==> src/rtl/taiga_types.sv <==
// ============================================================================
//  Module      : taiga_types (package)
//  Description : Shared types and defaults for the fetch line buffer.
//  Revision    : 1.0 - initial release
// ============================================================================
`default_nettype none

package taiga_types;

    // Default number of 32-bit words held in one line
    localparam int LB_LINE_WORDS_DEFAULT = 8;

    // Line buffer controller states
    typedef enum logic [2:0] {
        LB_IDLE   = 3'd0,
        LB_LOOKUP = 3'd1,
        LB_REQ    = 3'd2,
        LB_FILL   = 3'd3,
        LB_DRAIN  = 3'd4
    } lb_state_t;

endpackage

`default_nettype wire

==> src/rtl/fetch_line_buffer_line_store.sv <==
// ============================================================================
//  Module      : lb_line_store
//  Description : Storage for one instruction line: word array, per-word
//                valid bits and the line tag. One write port (fill beats)
//                and one combinational read port.
//  Revision    : 1.0 - initial release
// ============================================================================
`default_nettype none

module lb_line_store
    import taiga_types::*;
#(
    parameter int LINE_WORDS = LB_LINE_WORDS_DEFAULT,
    parameter int LINE_W     = $clog2(LINE_WORDS),
    parameter int TAG_W      = 32 - LINE_W - 2
) (
    input  logic                  clk,
    input  logic                  rst,
    input  logic                  clear,
    input  logic                  tag_load,
    input  logic [TAG_W-1:0]      tag_in,
    input  logic                  wr_en,
    input  logic [LINE_W-1:0]     wr_index,
    input  logic [31:0]           wr_data,
    input  logic [LINE_W-1:0]     rd_index,
    output logic [31:0]           rd_data,
    output logic [LINE_WORDS-1:0] word_valid,
    output logic [TAG_W-1:0]      tag
);

    logic [31:0] data [LINE_WORDS];

    // Word array: plain storage, contents qualified by word_valid
    always_ff @(posedge clk) begin
        if (wr_en) begin
            data[wr_index] <= wr_data;
        end
    end

    // Per-word valid bits: cleared when a new line is started
    always_ff @(posedge clk or posedge rst) begin
        if (rst) begin
            word_valid <= '0;
        end else if (clear) begin
            word_valid <= '0;
        end else if (wr_en) begin
            word_valid[wr_index] <= 1'b1;
        end
    end

    // Tag register, loaded when a miss starts a new line
    always_ff @(posedge clk or posedge rst) begin
        if (rst) begin
            tag <= '0;
        end else if (tag_load) begin
            tag <= tag_in;
        end
    end

    assign rd_data = data[rd_index];

endmodule

`default_nettype wire

==> src/rtl/fetch_line_buffer.sv <==
// ============================================================================
//  Module      : fetch_line_buffer
//  Description : Fetch sub-unit holding a single instruction line, filled by
//                a line-aligned burst over the L1 arbiter path. Hits return
//                one word per cycle, one cycle after the request.
//                Optional macro FETCH_LB_EARLY_RESTART_EN: return the
//                requested word as soon as its beat arrives during a fill
//                instead of after the final beat.
//  Revision    : 1.0 - initial release
// ============================================================================
`default_nettype none

module fetch_line_buffer
    import taiga_types::*;
#(
    parameter int LINE_WORDS = LB_LINE_WORDS_DEFAULT,
    parameter int LINE_W     = $clog2(LINE_WORDS)
) (
    input  logic        clk,
    input  logic        rst,
    input  logic        new_request,
    input  logic [31:0] stage1_addr,
    input  logic [31:0] stage2_addr,
    input  logic        flush,
    output logic        ready,
    output logic        data_valid,
    output logic [31:0] data_out,
    output logic        l1_req_valid,
    output logic [31:0] l1_req_addr,
    output logic [4:0]  l1_req_len,
    input  logic        l1_req_ack,
    input  logic        l1_rd_valid,
    input  logic [31:0] l1_rd_data
);

    localparam int TAG_W = 32 - LINE_W - 2;

    lb_state_t             state;
    lb_state_t             next_state;
    logic                  line_valid;
    logic [LINE_W-1:0]     fill_cnt;
    logic [LINE_W-1:0]     req_index;
    logic                  resp_pending;
    logic [31:0]           resp_data;

    logic [TAG_W-1:0]      lookup_tag;
    logic [LINE_W-1:0]     lookup_index;
    logic [TAG_W-1:0]      tag;
    logic [LINE_WORDS-1:0] word_valid;
    logic [LINE_W-1:0]     rd_index;
    logic [31:0]           rd_data;
    logic                  hit;
    logic                  beat;
    logic                  beat_last;
    logic                  miss_start;
    logic                  lookup_valid;
    logic                  resp_set;
    logic [31:0]           resp_word;

    // The fetch side's stage-1 address and the byte offset are not needed here
    logic                  unused_bits;
    assign unused_bits = ^{stage1_addr, stage2_addr[1:0]};

    assign lookup_tag   = stage2_addr[31:LINE_W+2];
    assign lookup_index = stage2_addr[LINE_W+1:2];
    assign hit          = line_valid && (tag == lookup_tag) && word_valid[lookup_index];
    assign beat         = l1_rd_valid && ((state == LB_FILL) || (state == LB_DRAIN));
    assign beat_last    = (fill_cnt == LINE_W'(LINE_WORDS - 1));
    assign rd_index     = (state == LB_LOOKUP) ? lookup_index : req_index;

    lb_line_store #(
        .LINE_WORDS (LINE_WORDS),
        .LINE_W     (LINE_W),
        .TAG_W      (TAG_W)
    ) u_store (
        .clk        (clk),
        .rst        (rst),
        .clear      (miss_start),
        .tag_load   (miss_start),
        .tag_in     (lookup_tag),
        .wr_en      (beat),
        .wr_index   (fill_cnt),
        .wr_data    (l1_rd_data),
        .rd_index   (rd_index),
        .rd_data    (rd_data),
        .word_valid (word_valid),
        .tag        (tag)
    );

    // Next-state and handshake decode
    always_comb begin
        next_state   = state;
        ready        = 1'b0;
        lookup_valid = 1'b0;
        miss_start   = 1'b0;
        unique case (state)
            LB_IDLE: begin
                ready = 1'b1;
                if (new_request) begin
                    next_state = LB_LOOKUP;
                end
            end
            LB_LOOKUP: begin
                if (flush) begin
                    next_state = LB_IDLE;
                end else if (hit) begin
                    ready        = 1'b1;
                    lookup_valid = 1'b1;
                    next_state   = new_request ? LB_LOOKUP : LB_IDLE;
                end else begin
                    miss_start = 1'b1;
                    next_state = LB_REQ;
                end
            end
            LB_REQ: begin
                if (l1_req_ack) begin
                    next_state = flush ? LB_DRAIN : LB_FILL;
                end else if (flush) begin
                    next_state = LB_IDLE;
                end
            end
            LB_FILL: begin
                if (beat && beat_last) begin
                    next_state = LB_IDLE;
                end else if (flush) begin
                    next_state = LB_DRAIN;
                end
            end
            LB_DRAIN: begin
                if (beat && beat_last) begin
                    next_state = LB_IDLE;
                end
            end
            default: next_state = LB_IDLE;
        endcase
    end

    // Decide when a fill delivers the requested word, and which word
    always_comb begin
        resp_set  = 1'b0;
        resp_word = l1_rd_data;
`ifdef FETCH_LB_EARLY_RESTART_EN
        if ((state == LB_FILL) && beat && !flush && (fill_cnt == req_index)) begin
            resp_set = 1'b1;
        end
`else
        if ((state == LB_FILL) && beat && !flush && beat_last) begin
            resp_set  = 1'b1;
            resp_word = (req_index == fill_cnt) ? l1_rd_data : rd_data;
        end
`endif
    end

    // State register, line status, fill counter and registered response
    always_ff @(posedge clk or posedge rst) begin
        if (rst) begin
            state        <= LB_IDLE;
            line_valid   <= 1'b0;
            fill_cnt     <= '0;
            req_index    <= '0;
            resp_pending <= 1'b0;
            resp_data    <= '0;
        end else begin
            state        <= next_state;
            resp_pending <= resp_set;
            if (resp_set) begin
                resp_data <= resp_word;
            end
            if (miss_start) begin
                line_valid <= 1'b0;
                req_index  <= lookup_index;
                fill_cnt   <= '0;
            end
            if ((state == LB_REQ) && l1_req_ack) begin
                fill_cnt <= '0;
            end
            if (beat) begin
                fill_cnt <= fill_cnt + LINE_W'(1);
                if (beat_last) begin
                    line_valid <= 1'b1;
                end
            end
        end
    end

    // A flush cancels a response that would land in the same cycle
    assign data_valid   = lookup_valid || (resp_pending && !flush);
    assign data_out     = (state == LB_LOOKUP) ? rd_data : resp_data;
    assign l1_req_valid = (state == LB_REQ);
    assign l1_req_addr  = {tag, {(LINE_W + 2){1'b0}}};
    assign l1_req_len   = 5'(LINE_WORDS - 1);

    // Return beats are only legal while a fill is expected
    a_no_orphan_beat : assert property (@(posedge clk) disable iff (rst)
        !(l1_rd_valid && (state inside {LB_IDLE, LB_LOOKUP, LB_REQ})));

    // Requests only while ready, never together with a flush
    a_req_when_ready : assert property (@(posedge clk) disable iff (rst)
        !(new_request && !ready));

    a_no_req_with_flush : assert property (@(posedge clk) disable iff (rst)
        !(new_request && flush));

endmodule

`default_nettype wire

==> config.mk <==
export PLATFORM = sky130hd
export DESIGN_NAME = fetch_line_buffer
export DESIGN_NICKNAME = d
export VERILOG_FILES = /design/src/rtl/taiga_types.sv /design/src/rtl/fetch_line_buffer_line_store.sv /design/src/rtl/fetch_line_buffer.sv
export SDC_FILE = /design/constraint.sdc
export NUM_CORES = 1
export LEC_CHECK = 0
export CORE_AREA = 2 2 162 164
export DETAILED_ROUTE_END_ITERATION = 10
export DIE_AREA = 0 0 164 166
export MAX_ROUTING_LAYER = met4
export PLACE_DENSITY_LB_ADDON = 0.2
export REMOVE_ABC_BUFFERS = 1
export SLEW_MARGIN = 0
export SYNTH_ARGS = -nofsm -noshare
export SYNTH_HDL_FRONTEND = slang
export SYNTH_SLANG_ARGS = --single-unit
==> constraint.sdc <==
create_clock -name clk -period 5.25 [get_ports clk]
set_clock_uncertainty 0.15 [all_clocks]
set_input_delay 1.05 -clock clk [delete_from_list [all_inputs] [get_ports clk]]
set_output_delay 1.05 -clock clk [all_outputs]
set_load 0.01 [all_outputs]
Yosys cells after proc, flatten, opt, wreduce, memory -nomap -nowiden
Memories as Yosys holds them, arrays and structs flattened.
Cells that the tools add are included.
{"block": "word_totals", "inputBits": 102, "latchBits": 0, "mem_bits_rw": 256, "out_inout_bits": 72, "reg_bits": 78, "elab_cells": 79, "n_memories": 1, "rom_bits": 0}
{"name": "u_store.data", "words": 8, "width": 32, "read_ports": 1, "rd_ports_with_merged_regs": 0, "wr": 1, "line": "fetch_line_buffer_line_store.sv:31", "rtl": "logic [31:0] data [LINE_WORDS];"}
{"block": "op_classes", "n_mux": 37, "div": 0, "add_sub_neg": 1, "n_reduce_logical": 17, "n_bitwise": 1, "n_eq_ne": 11, "n_lt_le_gt_ge": 3, "n_shift": 0, "mul": 0}
{"op": "2-to-1 mux 32 bit", "count": 3}
{"op": "2-to-1 mux 3 bit", "count": 11}
{"op": "equality test 27 bit", "count": 1}
{"op": "2-to-1 mux 8 bit", "count": 2}
{"op": "2-to-1 mux 1 bit", "count": 15}
{"op": "case mux 3 bit (5 select lines)", "count": 1}
{"op": "logical AND 1 bit", "count": 10}
{"op": "< comparator 3 x 4 -> 1 bit (second input constant)", "count": 2}
{"op": "bitwise OR 8 bit", "count": 1}
{"op": "equality test 3 x 2 -> 1 bit (second input constant)", "count": 2}
{"op": "equality test 3 bit (second input constant)", "count": 2}
{"op": "2-to-1 mux 2 bit", "count": 2}
{"op": "AND reduction 4 bit", "count": 1}
{"op": "adder 3 x 1 -> 3 bit (second input constant)", "count": 1}
{"op": "binary-select mux 1 bit (select 3 bit)", "count": 1}
{"op": "demux 1 bit (select 3 bit)", "count": 1}
{"op": "equality test 3 x 1 -> 1 bit (second input constant)", "count": 1}
{"op": "equality test 3 bit", "count": 1}
{"op": ">= comparator 3 x 1 -> 1 bit (second input constant)", "count": 1}
{"op": "zero test 3 bit", "count": 1}
{"op": "!= test 3 x 2 -> 1 bit (second input constant)", "count": 1}
{"op": "!= test 3 bit (second input constant)", "count": 1}
{"op": "nonzero test 3 bit", "count": 1}
{"op": "logical OR 1 bit", "count": 2}
{"op": "5 further kinds", "count": 5}

Logic depth before layout (Yosys ltp)
{"block": "logic_depth", "depth_word": 9, "mapped_depth": 9, "depth_no_buf": 7}

By module
A second synthesis with hierarchy kept.
{"block": "hier_totals", "cells_unflattened": 766, "area_unflattened_um2": 14099.8}
{"mod": "lb_line_store", "n_inst": 1, "cells_each": 470, "seq_area_each_um2": 8563.2, "area_per_inst_um2": 11143.2}
{"mod": "fetch_line_buffer", "n_inst": 1, "cells_each": 296, "seq_area_each_um2": 1076.0, "area_per_inst_um2": 2956.6}

Worst setup path after synthesis
Ideal clock, no wire load.
{"block": "synth_path", "path_type": "input to register", "startpoint": "input port l1_rd_valid", "endpoint": "memory u_store.data[0][0], enable pin", "arrival_time_ns": 3.767, "path_slack_ns": 0.870, "path_stages": 3, "n_path_buf": 0, "setup_time_ns": 0.463, "required_time_ns": 4.637, "path_cell_list": "nor2b_1 nand2b_1 nor3_1"}
{"block": "synth_between", "elab_chain_cells": 3}
{"item": "start: declaration", "line": "fetch_line_buffer.sv:32", "rtl": "input logic l1_rd_valid,"}
{"item": "logical AND 1 bit", "line": "fetch_line_buffer.sv:67", "rtl": "assign beat = l1_rd_valid && ((state == LB_FILL) || (state == LB_DRAIN));"}
{"item": "2-to-1 mux 1 bit", "line": "fetch_line_buffer_line_store.sv:35", "rtl": "if (wr_en) begin"}
{"item": "2-to-1 mux 1 bit (not written as such)", "line": "fetch_line_buffer_line_store.sv:36", "rtl": "data[wr_index] <= wr_data;"}
{"item": "end: declaration", "line": "fetch_line_buffer_line_store.sv:31"}
Every way passes these cells.

Worst setup path after layout
{"block": "layout_path", "startpoint": "input port stage2_addr[3]", "endpoint": "output port data_out[12]"}
{"block": "layout_between", "elab_chain_cells": 3}
{"item": "start: declaration", "line": "fetch_line_buffer.sv:23", "rtl": "input logic [31:0] stage2_addr,"}
{"item": "2-to-1 mux 3 bit", "line": "fetch_line_buffer.sv:69", "rtl": "assign rd_index = (state == LB_LOOKUP) ? lookup_index : req_index;"}
{"item": "memory (8 x 32 bit)"}
{"item": "2-to-1 mux 32 bit", "line": "fetch_line_buffer.sv:188", "rtl": "assign data_out = (state == LB_LOOKUP) ? rd_data : resp_data;"}
{"item": "end: declaration", "line": "fetch_line_buffer.sv:27", "rtl": "output logic [31:0] data_out,"}
Every way passes these cells.

==> key figures <==
Synth
  • Mapped cell area: roughly 0.014 mm²
  • Post-synth EDFFs: 256
  • Cells after synthesis: between 1,000 and 1,500
  • Mean Syn Cell Area: ~13 µm²
  • Ys async rst share: between 20% and 30%
  • Leading area contributor after synthesis: edfxtp_1
  • Post-synthesis cell type count: 43
  • Post-synthesis sequential area ratio: approximately 69%
  • Synth cell count leaders: edfxtp_1, nand2_1, a21oi_1, dfrtp_1, o21ai_1
  • Seq cells post-synth: around 330
  • Syn. warnings: 0
  • Primary FF master, synth: edfxtp_1
  • Synth top area cells: edfxtp_1, dfrtp_1, a21oi_1, nand2_1, mux2i_1
  • Count leader, synth: edfxtp_1
  • Share of the synthesized area in the top cell type: 55.3%

Pwr
  • P_int: 0.00617 W
  • Sw Pwr: between 0.003 and 0.004 W
  • Gate power share: 39.3%
  • Clock power share: a little over a quarter
  • Pwr dens: 563 mW/mm²
  • VDD IR-drop max: around 0.36 mV
  • Final Total Pwr: about 0.0095 W
  • Switching Fraction: 34.9%
  • Static leakage: slightly above 6 nW
  • Sequential share of power: around a third

Placed design
  • Placed cell area: about 0.016 mm²
  • Buffers on Ports: approximately 130
  • DP Worst Slack: between 150 and 200 ps
  • DP HPWL: roughly 17 mm
  • Final GP Congestion: between 0.7 and 0.8

Timing
  • Final WS setup: 200 ps
  • RSZ-0062 raised after global routing: no
  • F_max: a little under 200 MHz
  • Final worst-path cycle share: between 90 and 100%
  • Final Slew Violations: 0
  • Fin. Hold Viols: 0
  • Worst-Margin Slew: 1050 ps
  • Slew margin rel.: 30.1%
  • Final setup vio count: 0
  • Post-route minimum period: between 5000 and 6000 ps

Clock tree
  • Clock transition at path regs: roughly 60 ps
  • Worst-Skew Late Latency: approximately 510 ps
  • CTS HTree Levels: 2
  • Hold_buf cts: 0
  • Post-cts sizing count: 0
  • TritonCTS clock tree: yes
  • Num CTS Buffers: 35
  • CTS Root Cell: clkbuf_16
  • CTS Buffer Depth: 3
  • Clock sink count: between 300 and 400
  • Setup Buffers After CTS: 0

Layout
  • Fin area: about 0.017 mm²
  • P&R area growth vs syn: 21.1%
  • Share of layout cells above drive strength 1: approximately 8.5%
  • Fill cells: 1,886
  • Final Util: between 60 and 70%
  • Nets@finish: 1,271

Floorplan
  • Site Rows: 59
  • Ports: between 150 and 200
  • Height of the die: 166 µm
  • Die W: 164 µm
  • Starting Density: 54.3%
  • Core area: approximately 0.026 mm²
  • Die Area: 0.0272 mm²

Global route
  • Total GRT Usage: a little under a quarter
  • First-pass GRT wire length: between 40 and 50 mm
  • Antenna violations before repair: 1
  • Pin count of the biggest net entering global routing: between 50 and 60
  • GRT overflow: 0
  • Vias in the first global route: 8,749

Outcome
  • Status: complete, no violations

Detailed routing
  • Pre-antenna DRT Iters: 5
  • Detailed-route via count: between 9,000 and 10,000
  • Remaining routing DRC violations: 0
  • Iteration-0 DRC Markers: 804
  • ANT nets after route: 0
  • Total routed wirelength: slightly above 30 mm
  • Wire per inst: around 20 µm
  • Via density: roughly 6

Worst setup path
  • Critical Path Sink Type: output pin
  • Data arrival, critical path: between 3000 and 4000 ps
  • Worst EP required: between 4000 and 5000 ps
  • R2R Setup Slk: between 2000 and 2500 ps
  • Peak fanout along the critical path: 38
  • WS Path Type: primary input to output pin
  • Startpoint Class: primary input

Worst hold path
  • HP Class: flip-flop to flip-flop

Flow run
  • Max Cap Violations: 0
## area by class of cell
class / instances / area (µm²) / area share [%]
sequential: 334 / 9640 / 57.3
multi-input combinational: 635 / 3960 / 23.5
timing repair buffer: 159 / 1630 / 9.68
clock buffer: 44 / 941 / 5.59
tap: 335 / 419 / 2.49
clock inverter: 17 / 230 / 1.37
inverter: 2 / 8.76 / 0.0521
antenna: 1 / 2.50 / 0.0149
## power by group through the flow
stage,Clock [W],Combinational (W),Sequential (W)
global route,0.00266,0.00405,0.00326
detailed placement,0,0.00370,0.00328
global placement,0,0.00364,0.00328
CTS,0.00256,0.00372,0.00323
finish,0.00252,0.00372,0.00323
floorplan,0,0.00218,0.00331
## metal layers
metal / vias up / global-route usage, % / routed length, µm
met2: 357 / 36.3 / 14700
met4: 0 / 6.29 / 497
met5: - / - / 0
met1: 4474 / 33.6 / 13800
met3: 44 / 3.80 / 2020
li1: 4162 / - / -
## cells by family after synthesis
logic type	synth area share, %
buf+inv	3.03
compound gates	12.1
mux	5.46
other cells	0.0540
fa+ha+maj	0.180
xor+xnor	1.89
simple gates	7.89
flops	69.3
## metrics by stage
stage	std cells	setup TNS (ps)	hold WS, ps
after floorplan	971	-142650	309
after global placement	1465	0	319
after detailed placement	1465	0	329
after CTS	1526	0	343
after global routing	1527	0	362
final	1527	0	340
## worst max-delay path, cell delays in order
cell and delay (ps):
clkdlybuf4s50_1 660, mux2_4 490, buf_12 290, mux2i_1 110
a221oi_1 310, a21oi_1 100, o21ai_1 220, clkdlybuf4s50_1 590
## placed cells by master (no fill, tap or decap), types with 3 or more instances in the layout
| cell type | count |
|---|---|
| xnor2_1 | 27 |
| clkinv_1 | 4 |
| clkbuf_1 | 7 |
| nor2_4 | 6 |
| conb_1 | 10 |
| a32oi_1 | 33 |
| o21ai_1 | 64 |
| clkdlybuf4s50_1 | 129 |
| a31oi_1 | 3 |
| a21oi_1 | 131 |
| buf_4 | 21 |
| a221oi_1 | 32 |
| mux2i_1 | 33 |
| xor2_1 | 3 |
| o21a_1 | 8 |
| nand4_1 | 10 |
| clkinv_2 | 4 |
| nor2b_1 | 5 |
| buf_12 | 9 |
| a22o_1 | 3 |
| nor2_1 | 5 |
| edfxtp_1 | 256 |
| clkbuf_16 | 36 |
| and3_1 | 32 |
| bufinv_16 | 5 |
| nand2_1 | 167 |
| nor3_2 | 3 |
| mux2_1 | 30 |
| nand2b_1 | 7 |
| dfrtp_1 | 78 |
## state kept, by name, indices dropped and copies added, names as in the netlist
name	count
resp_data	32
req_index	3
state	3
resp_pending	1
u_store.data	256
fill_cnt	3
u_store.tag	27
line_valid	1
u_store.word_valid	8
## worst paths after layout
kind                                       startpoint                    end  cells past startpoint
worst max-delay path                   stage2_addr[3]           data_out[12]                      8
worst min-delay path            u_store.word_valid[6]  u_store.word_valid[6]                      1
worst max register to register               state[1]     u_store.data[3][8]                      6
worst min register to register  u_store.word_valid[6]  u_store.word_valid[6]                      1
max in group asynchronous                         rst          resp_data[21]                      3
min in group asynchronous                         rst          resp_data[24]                      2
(Power assumes the default switching activity.)
